### src/rtl/cpu_clkgen_if.sv
// Run-control / phase-generator bus between the CPU core side and cpu_clkgen.
// The master drives run-control requests; the slave returns core phases and status.
interface cpu_clkgen_if #(
    parameter int unsigned CNT_W = 16
);
    logic             start;
    logic             step;
    logic             halt;
    logic             cpu_clk;
    logic             cntrl_clk;
    logic             alu_clk;
    logic             fetch;
    logic             cpu_rst_;
    logic             running;
    logic             halted;
    logic [CNT_W-1:0] instr_count;

    modport master (
        output start, step, halt,
        input  cpu_clk, cntrl_clk, alu_clk, fetch, cpu_rst_, running, halted, instr_count
    );

    modport slave (
        input  start, step, halt,
        output cpu_clk, cntrl_clk, alu_clk, fetch, cpu_rst_, running, halted, instr_count
    );
endinterface

### src/rtl/cpu_clkgen.sv
// Run-control and phase generator for the CPU core: derives core clock phases,
// fetch strobe and core reset from one master clock; sequences run/step/halt.
module cpu_clkgen #(
    parameter int unsigned RST_CYCLES = 4,
    parameter int unsigned CNT_W      = 16
) (
    input  logic        clk,
    input  logic        rst,
    cpu_clkgen_if.slave bus
);

    localparam int unsigned RC_W = $clog2(RST_CYCLES + 1);

    typedef enum logic [2:0] {
        S_RESET,
        S_IDLE,
        S_RUN,
        S_STEP,
        S_HALTED
    } state_e;

    state_e           state_q, state_d;
    logic [2:0]       sub_q, sub_d;
    logic [2:0]       st_q, st_d;
    logic [RC_W-1:0]  rcnt_q, rcnt_d;
    logic [CNT_W-1:0] cnt_q, cnt_d;

    logic cpu_clk_q, cpu_clk_d;
    logic cntrl_clk_q, cntrl_clk_d;
    logic alu_clk_q, alu_clk_d;
    logic fetch_q, fetch_d;
    logic cpu_rstn_q, cpu_rstn_d;
    logic running_q, running_d;
    logic halted_q, halted_d;

    logic boundary;
    assign boundary = (sub_q == 3'd7) && (st_q == 3'd7);

    // Next-state and phase counters; outputs decode the values the counters take next.
    always_comb begin
        state_d = state_q;
        sub_d   = sub_q;
        st_d    = st_q;
        rcnt_d  = rcnt_q;
        cnt_d   = cnt_q;

        case (state_q)
            S_RESET: begin
                sub_d = 3'd0;
                st_d  = 3'd0;
                if (rcnt_q == '0) begin
                    state_d = S_IDLE;
                end else begin
                    rcnt_d = RC_W'(rcnt_q - 1'b1);
                end
            end
            S_IDLE: begin
                sub_d = 3'd0;
                st_d  = 3'd0;
                if (bus.start) begin
                    state_d = S_RUN;
                end else if (bus.step) begin
                    state_d = S_STEP;
                end
            end
            S_RUN, S_STEP: begin
                sub_d = 3'(sub_q + 3'd1);
                if (sub_q == 3'd7) begin
                    st_d = 3'(st_q + 3'd1);
                end
                // halt is only honoured at the instruction boundary and beats step-return
                if (boundary) begin
                    cnt_d = CNT_W'(cnt_q + 1'b1);
                    if (bus.halt) begin
                        state_d = S_HALTED;
                    end else if (state_q == S_STEP) begin
                        state_d = S_IDLE;
                    end
                end
            end
            S_HALTED: begin
                sub_d = 3'd0;
                st_d  = 3'd0;
            end
            default: begin
                state_d = S_RESET;
            end
        endcase

        running_d   = (state_d == S_RUN) || (state_d == S_STEP);
        halted_d    = (state_d == S_HALTED);
        cpu_rstn_d  = (state_d != S_RESET);
        cntrl_clk_d = running_d && !sub_d[2];
        alu_clk_d   = running_d && (sub_d == 3'd5);
        cpu_clk_d   = running_d && (sub_d == 3'd7);
        fetch_d     = running_d && !st_d[2];
    end

    always_ff @(posedge clk) begin
        if (rst) begin
            state_q     <= S_RESET;
            sub_q       <= 3'd0;
            st_q        <= 3'd0;
            rcnt_q      <= RC_W'(RST_CYCLES);
            cnt_q       <= '0;
            cpu_clk_q   <= 1'b0;
            cntrl_clk_q <= 1'b0;
            alu_clk_q   <= 1'b0;
            fetch_q     <= 1'b0;
            cpu_rstn_q  <= 1'b0;
            running_q   <= 1'b0;
            halted_q    <= 1'b0;
        end else begin
            state_q     <= state_d;
            sub_q       <= sub_d;
            st_q        <= st_d;
            rcnt_q      <= rcnt_d;
            cnt_q       <= cnt_d;
            cpu_clk_q   <= cpu_clk_d;
            cntrl_clk_q <= cntrl_clk_d;
            alu_clk_q   <= alu_clk_d;
            fetch_q     <= fetch_d;
            cpu_rstn_q  <= cpu_rstn_d;
            running_q   <= running_d;
            halted_q    <= halted_d;
        end
    end

    assign bus.cpu_clk     = cpu_clk_q;
    assign bus.cntrl_clk   = cntrl_clk_q;
    assign bus.alu_clk     = alu_clk_q;
    assign bus.fetch       = fetch_q;
    assign bus.cpu_rst_    = cpu_rstn_q;
    assign bus.running     = running_q;
    assign bus.halted      = halted_q;
    assign bus.instr_count = cnt_q;

endmodule

### src/flat_wrapper.sv
// flat-port wrapper written by rule: the top's interface ports become plain ports
module cpu_clkgen_flat 
#(
    parameter int unsigned RST_CYCLES = 4,
    parameter int unsigned CNT_W      = 16
)
  (clk, rst, bus_start, bus_step, bus_halt, bus_cpu_clk, bus_cntrl_clk, bus_alu_clk, bus_fetch, bus_cpu_rst_, bus_running, bus_halted, bus_instr_count);
  cpu_clkgen_if #(.CNT_W(CNT_W)) bus_i ();
  input  logic clk;
  input  logic rst;
  input wire logic [$bits(bus_i.start)-1:0] bus_start;
  input wire logic [$bits(bus_i.step)-1:0] bus_step;
  input wire logic [$bits(bus_i.halt)-1:0] bus_halt;
  output wire logic [$bits(bus_i.cpu_clk)-1:0] bus_cpu_clk;
  output wire logic [$bits(bus_i.cntrl_clk)-1:0] bus_cntrl_clk;
  output wire logic [$bits(bus_i.alu_clk)-1:0] bus_alu_clk;
  output wire logic [$bits(bus_i.fetch)-1:0] bus_fetch;
  output wire logic [$bits(bus_i.cpu_rst_)-1:0] bus_cpu_rst_;
  output wire logic [$bits(bus_i.running)-1:0] bus_running;
  output wire logic [$bits(bus_i.halted)-1:0] bus_halted;
  output wire logic [$bits(bus_i.instr_count)-1:0] bus_instr_count;
  assign bus_i.start = bus_start;
  assign bus_i.step = bus_step;
  assign bus_i.halt = bus_halt;
  assign bus_cpu_clk = bus_i.cpu_clk;
  assign bus_cntrl_clk = bus_i.cntrl_clk;
  assign bus_alu_clk = bus_i.alu_clk;
  assign bus_fetch = bus_i.fetch;
  assign bus_cpu_rst_ = bus_i.cpu_rst_;
  assign bus_running = bus_i.running;
  assign bus_halted = bus_i.halted;
  assign bus_instr_count = bus_i.instr_count;
  cpu_clkgen #(.RST_CYCLES(RST_CYCLES), .CNT_W(CNT_W)) u_core (.clk(clk), .rst(rst), .bus(bus_i));
endmodule
### config.mk
export PLATFORM = sky130hd
export DESIGN_NAME = cpu_clkgen_flat
export DESIGN_NICKNAME = d
export VERILOG_FILES = /design/src/rtl/cpu_clkgen_if.sv /design/src/rtl/cpu_clkgen.sv /design/src/flat_wrapper.sv
export SDC_FILE = /design/constraint.sdc
export NUM_CORES = 1
export LEC_CHECK = 0
export CAP_MARGIN = 20
export CELL_PAD_IN_SITES_DETAIL_PLACEMENT = 1
export CELL_PAD_IN_SITES_GLOBAL_PLACEMENT = 1
export CORE_UTILIZATION = 41
export CTS_CLUSTER_DIAMETER = 30
export DETAILED_ROUTE_END_ITERATION = 7
export PLACE_DENSITY_LB_ADDON = 0.08
export SKIP_LAST_GASP = 1
export SLEW_MARGIN = 5
export SYNTH_ARGS = -nofsm -noshare
export SYNTH_HDL_FRONTEND = slang
export SYNTH_SLANG_ARGS = --single-unit
export TNS_END_PERCENT = 20
### constraint.sdc
create_clock -name clk -period 4.25 [get_ports clk]
set_input_delay 0.85 -clock clk [delete_from_list [all_inputs] [get_ports clk]]
set_output_delay 0.85 -clock clk [all_outputs]
set_load 0.02 [all_outputs]
==> flow_summary.json, run 1 <==
{
  "cts_tree": "built",
  "arrival_ns": 2.83,
  "avgViaCountPerCell": 5.40,
  "ant_nets": 0,
  "synth_nets": 180,
  "ys_seq_elements": 35,
  "cp-start-kind": "register",
  "sw_frac_of_total_pct": 26.7,
  "final.min_clock_period_ns": 2.60,
  "cts_setup_buffers": 0,
  "power.leakage_uw": 0.000726,
  "cts-root-buf": "clkbuf_8",
  "portBuffers": 27,
  "max_freq_mhz": 385,
  "synth_compound_area_share_pct": 10.7,
  "min_from": "u_core.st_q[0]",
  "start_util_pct": 44.0,
  "worstPathMaxFanout": 12,
  "power.share.clock_pct": 36.7,
  "intPower_uw": 616,
  "grtUsageTotal_pct": 20.7,
  "slew_violations": 0,
  "place_hpwl_um": 2640,
  "drc_errors": 0,
  "drt_iter0_drc": 69,
  "fp.dieH_um": 62.8,
  "fillers": 398,
  "gr-total-overflow": 0,
  "synth.area.mux_share_pct": 0.661,
  "synth_top_family_by_area": "simple AND/OR/NAND/NOR gates",
  "drive_above_1_share_pct": 6.63,
  "powerDensity_nw_per_um2": 434,
  "synth-xor-area-share_pct": 6.36,
  "cts_hold_repair.buffers": 0,
  "p_comb_share_pct": 18.2,
  "synth.distinct_cells": 38,
  "rsz0062_at_grt": "no",
  "relSlewSlack_pct": 66.4,
  "fin_util_pct": 56.2,
  "synth_cells": 168,
  "cp.required_ns": 4.48,
  "clockBufferDepth": 2,
  "r2r_start": "u_core.sub_q[0]",
  "fin_skew_ns": 0.00622,
  "antenna_found_initial": 0,
  "drt-wirelength-per-cell_um": 15.0,
  "drt-total-wl_um": 3620,
  "vdd_drop_max_v": 0.000217,
  "grt_pass1_vias": 1313,
  "finalSetupViolations": 0,
  "synth-seq-area-share_pct": 46.2,
  "numCtsBuffers": 5,
  "seqPwrFrac_pct": 45.1,
  "p_sw_uw": 224,
  "cts_resized": 0,
  "hold_violations": 0,
  "whs_ns": 0.504,
  "vias": 1306,
  "area_delta_synth_final_pct": 27.7,
  "cap_violations": 0,
  "place.gp.congestion": 0.771,
  "hp-class": "reg -> reg",
  "final_cells": 242,
  "p_total_uw": 840,
  "nets": 207,
  "post-route-period-util_pct": 61.1,
  "path_clk_slew_ns": 0.07,
  "yosysWarnings": 0,
  "die_area_um2": 3940,
  "syn_avg_cell_area_um2": 9.02,
  "io_pins": 28,
  "outcome": "completed",
  "die_width_um": 62.8,
  "grt_pass1_wl_um": 6180,
  "clkLatencyLatePin_ns": 0.29,
  "num_rows": 21,
  "synth-simple-area-share_pct": 26.0,
  "diodes": 0,
  "worst_pin_slew_ns": 0.502,
  "cts_sinks": 35,
  "critPathCaptureType": "register",
  "dp_cells": 234,
  "first_pass_iters": 4,
  "reg2reg_slack_ns": 1.65,
  "tns_ns": 0,
  "htreeDepth": 2,
  "core_um2": 3440,
  "grt_max_degree": 20,
  "crit_start": "u_core.sub_q[0]",
  "yosys.area_share.adder_pct": 5.78,
  "netlist_area_um2": 1520,
  "crit_type": "reg -> reg"
}
## power groups by stage
stage / Sequential (uW) / Clock, uW / Combinational [uW]
2_1_floorplan: 392 / 0 / 97.5
6_report: 379 / 308 / 153
4_1_cts: 379 / 315 / 155
5_1_grt: 383 / 331 / 175
3_5_place_dp: 387 / 0 / 154
3_3_place_gp: 384 / 0 / 148
## stage by stage
step	instance area [um^2]	setup WS, ns
after global placement	1820	1.80
after global routing	1930	1.50
final	1930	1.65
after detailed placement	1820	1.76
after floorplan	1520	2.25
after CTS	1930	1.67
## cells in the mapped netlist
cell type / n / area [um^2]
nor4b_1: 1 / 8.76
mux2i_1: 1 / 10.0
buf_2: 3 / 15.0
a32oi_1: 4 / 35.0
nand4_1: 5 / 31.3
a31o_2: 1 / 8.76
nor4_1: 4 / 25.0
xnor2_1: 8 / 70.1
nor2b_1: 2 / 12.5
nand4b_1: 1 / 8.76
a211o_1: 1 / 8.76
nor2_1: 25 / 93.8
buf_1: 1 / 3.75
or4_4: 1 / 11.3
inv_1: 8 / 30.0
nand3_1: 5 / 25.0
nand4_4: 1 / 21.3
nor3_1: 7 / 35.0
a21boi_0: 1 / 7.51
ha_1: 7 / 87.6
and4b_1: 1 / 10.0
nand2_1: 10 / 37.5
or4_1: 2 / 15.0
dfxtp_1: 35 / 701
or2_2: 1 / 6.26
nand3b_1: 2 / 15.0
a31oi_1: 1 / 6.26
clkbuf_1: 4 / 15.0
a21oi_1: 6 / 30.0
a211oi_1: 1 / 7.51
nand2b_1: 1 / 6.26
o211a_1: 1 / 10.0
o21ai_0: 5 / 25.0
xor2_1: 3 / 26.3
o2bb2ai_1: 1 / 8.76
and2_1: 2 / 12.5
or3_1: 3 / 18.8
a22oi_1: 2 / 15.0
## flip-flops by register name, summed over array words and instances, names as in the netlist, 3 cells and up
register	cells
u_core.rcnt_q	3
u_core.bus.instr_count	16
u_core.st_q	3
u_core.sub_q	3
u_core.state_q	3
## critical path: stages (launching register included)
cell      delay (ns)
dfxtp_1         0.36
ha_1            0.17
ha_1            0.30
nand4b_1        0.46
or4_4           0.69
or4_1           0.48
nand2_1         0.08
## final cells by class
type	instances	area, um^2	share of cell area [%]
multi-input cells	117	751	38.8
flip-flops and latches	35	701	36.2
repair buffers	28	278	14.4
clock buffers	6	82.6	4.27
well taps	46	57.6	2.98
clock inverters	2	35.0	1.81
inverters	8	30.0	1.55
## layout by cell type, fill, tap and decap left out, types with 2 or more instances in the layout
cell / synthesis / final
or3_1: 3 / 3
nand2_1: 10 / 10
or4_1: 2 / 2
clkdlybuf4s50_1: 0 / 27
clkbuf_8: 0 / 6
and2_1: 2 / 2
a22oi_1: 2 / 2
dfxtp_1: 35 / 35
ha_1: 7 / 7
nor3_1: 7 / 7
nor2b_1: 2 / 2
xor2_1: 3 / 3
nor4_1: 4 / 4
nor2_1: 25 / 25
nand3_1: 5 / 5
nand3b_1: 2 / 2
xnor2_1: 8 / 8
a32oi_1: 4 / 4
inv_1: 8 / 8
a21oi_1: 6 / 6
o21ai_0: 5 / 5
nand4_1: 5 / 5
## final timing paths
path | endpoint | cells past startpoint
min reg2reg | u_core.st_q[0] | 2
min | u_core.st_q[0] | 2
max | u_core.bus.instr_count[15] | 6
max reg2reg | u_core.bus.instr_count[15] | 6
## per-layer routing
metal | global-route usage (%) | vias up | wire length, um
met2 | 36.7 | 22 | 1940
li1 | - | 647 | -
met1 | 22.6 | 632 | 1520
met4 | 8.14 | 0 | 56
met3 | 6.75 | 5 | 104
met5 | 0 | - | 0
## cell families (layout without fill, tap and decap cells)
family                     Yosys count  in the layout
xor gates and xnor gates            11             11
AOI/OAI and AO/OA                   24             24
DFF                                 35             35
and+or+nand+nor                     74             74
adders and majority gates            7              7
buffers and inverters               16             44
muxes                                1              1
Note: power is estimated with default switching activity, not from simulation.
==> run 2, diff against run 1 <==
--- a/config.mk
+++ b/config.mk
@@ -8,7 +8,7 @@
 export CAP_MARGIN = 20
 export CELL_PAD_IN_SITES_DETAIL_PLACEMENT = 1
 export CELL_PAD_IN_SITES_GLOBAL_PLACEMENT = 1
-export CORE_UTILIZATION = 41
+export CORE_UTILIZATION = 38
 export CTS_CLUSTER_DIAMETER = 30
 export DETAILED_ROUTE_END_ITERATION = 7
 export PLACE_DENSITY_LB_ADDON = 0.08
==> constraint.sdc (replaced) <==
create_clock -name clk -period 2.6 [get_ports clk]
set_input_delay 0.52 -clock clk [delete_from_list [all_inputs] [get_ports clk]]
set_output_delay 0.52 -clock clk [all_outputs]
set_load 0.02 [all_outputs]
==> flow_summary.json, run 2 (synthesized netlist as in run 1, its figures left out) <==
{
  "outcome": "completed",
  "ant_nets": 0,
  "min_from": "u_core.st_q[0]",
  "antenna_found_initial": 0,
  "dp_cells": 239,
  "clkLatencyLatePin_ns": 0.29,
  "cts-root-buf": "clkbuf_8",
  "num_rows": 22,
  "cp-start-kind": "register",
  "largest_register_ffs": 16,
  "io_pins": 28,
  "start_util_pct": 40.5,
  "fin_util_pct": 52.4,
  "cts_setup_buffers": 0,
  "drive_above_1_share_pct": 8.54,
  "hp-class": "reg -> reg",
  "power.leakage_uw": 0.000736,
  "htreeDepth": 2,
  "reg2reg_slack_ns": 0.16,
  "drt-total-wl_um": 3700,
  "cts_resized": 0,
  "vias": 1311,
  "gr-total-overflow": 0,
  "worstPathMaxFanout": 8,
  "diodes": 0,
  "rr_endpoint": "u_core.bus.instr_count[14]",
  "fp.dieH_um": 65.1,
  "relSlewSlack_pct": 68.4,
  "holdPathStages": 2,
  "path_clk_slew_ns": 0.07,
  "clockBufferDepth": 2,
  "place_hpwl_um": 2750,
  "fillers": 446,
  "fin_skew_ns": 0.00425,
  "cts_hold_repair.buffers": 0,
  "cap_violations": 0,
  "nets": 210,
  "crit_type": "reg -> reg",
  "grtUsageTotal_pct": 19.4,
  "cp.required_ns": 2.82,
  "avgViaCountPerCell": 5.31,
  "first_pass_iters": 4,
  "die_area_um2": 4240,
  "final.min_clock_period_ns": 2.44,
  "drt_iter0_drc": 36,
  "cts_sinks": 35,
  "portBuffers": 27,
  "worst_pin_slew_ns": 0.469,
  "slew_violations": 0,
  "cts_tree": "built",
  "place.gp.congestion": 0.720,
  "critPathCaptureType": "register",
  "final_common_cell": "dfxtp_1",
  "final_cells": 247,
  "drt-wirelength-per-cell_um": 15.0,
  "vdd_drop_max_v": 0.000403,
  "area_delta_synth_final_pct": 29.5,
  "numCtsBuffers": 5,
  "grt_max_degree": 13,
  "layout_common_cells": "dfxtp_1, clkdlybuf4s50_1, nor2_1",
  "hold_violations": 0,
  "drc_errors": 0,
  "holdPathEnd": "u_core.st_q[0]",
  "r2r_start": "u_core.sub_q[0]",
  "max_freq_mhz": 410,
  "arrival_ns": 2.66,
  "grt_pass1_vias": 1330,
  "finalSetupViolations": 0,
  "die_width_um": 65.1,
  "core_um2": 3740,
  "post-route-period-util_pct": 93.8,
  "grt_pass1_wl_um": 6180,
  "whs_ns": 0.475,
  "powerDensity_nw_per_um2": 705,
  "r2r_cells": 7
}
==> run 2: cell count changes in the layout (fill, tap and decap cells not counted), sizes merged <==
cell / delta
buf: +3
==> run 2: per-layer routing <==
layer  GRT usage [%]  part of all wire, %
met1            21.5                   43
met2            34.5                   52
met3            4.86                  2.8
met4            8.97                  1.8
met5               0                    0
==> run 2: worst max-delay path: stages (launching register included) <==
cell,delay [ns]
dfxtp_1,0.36
ha_1,0.19
ha_2,0.27
nand4b_1,0.23
buf_4,0.23
or4_1,0.58
or3_1,0.34
a21oi_1,0.15
==> run 2: layout make-up <==
cell class | count | area, um^2 | area share [%]
multi-input cells | 117 | 753 | 38.4
flip-flops and latches | 35 | 701 | 35.7
repair buffers | 31 | 300 | 15.3
clock buffers | 6 | 82.6 | 4.21
well taps | 48 | 60.1 | 3.06
clock inverters | 2 | 35.0 | 1.79
inverters | 8 | 30.0 | 1.53
==> run 2: power breakdown <==
| group | leakage (uW) | switching, uW | internal (uW) |
|---|---|---|---|
| clock | 0.0000612 | 195 | 310 |
| sequential | 0.000283 | 33.7 | 586 |
| combinational | 0.000391 | 144 | 114 |
| total | 0.000736 | 373 | 1010 |
==> run 2: through the flow <==
stage	setup TNS (ns)	worst slack [ns]	cell area, um^2	total power [uW]
6_report	0	0.161	1960	1380
5_1_grt	-0.0113	-0.0113	1960	1460
4_1_cts	0	0.127	1960	1400
3_5_place_dp	0	0.155	1840	889
3_3_place_gp	0	0.313	1840	873
2_1_floorplan	0	0.600	1520	800
==> run 2: worst max path at each step <==
stage | slack [ns] | cells past startpoint | from | endpoint
floorplan | 0.60 | 7 | u_core.sub_q[0] | u_core.bus.instr_count[15]
global placement | 0.31 | 7 | u_core.sub_q[0] | u_core.bus.instr_count[14]
detailed placement | 0.16 | 7 | u_core.sub_q[0] | u_core.bus.instr_count[14]
CTS | 0.13 | 7 | u_core.sub_q[0] | u_core.bus.instr_count[14]
global route | -0.01 | 7 | u_core.sub_q[0] | u_core.bus.instr_count[14]
finish | 0.16 | 7 | u_core.sub_q[0] | u_core.bus.instr_count[14]
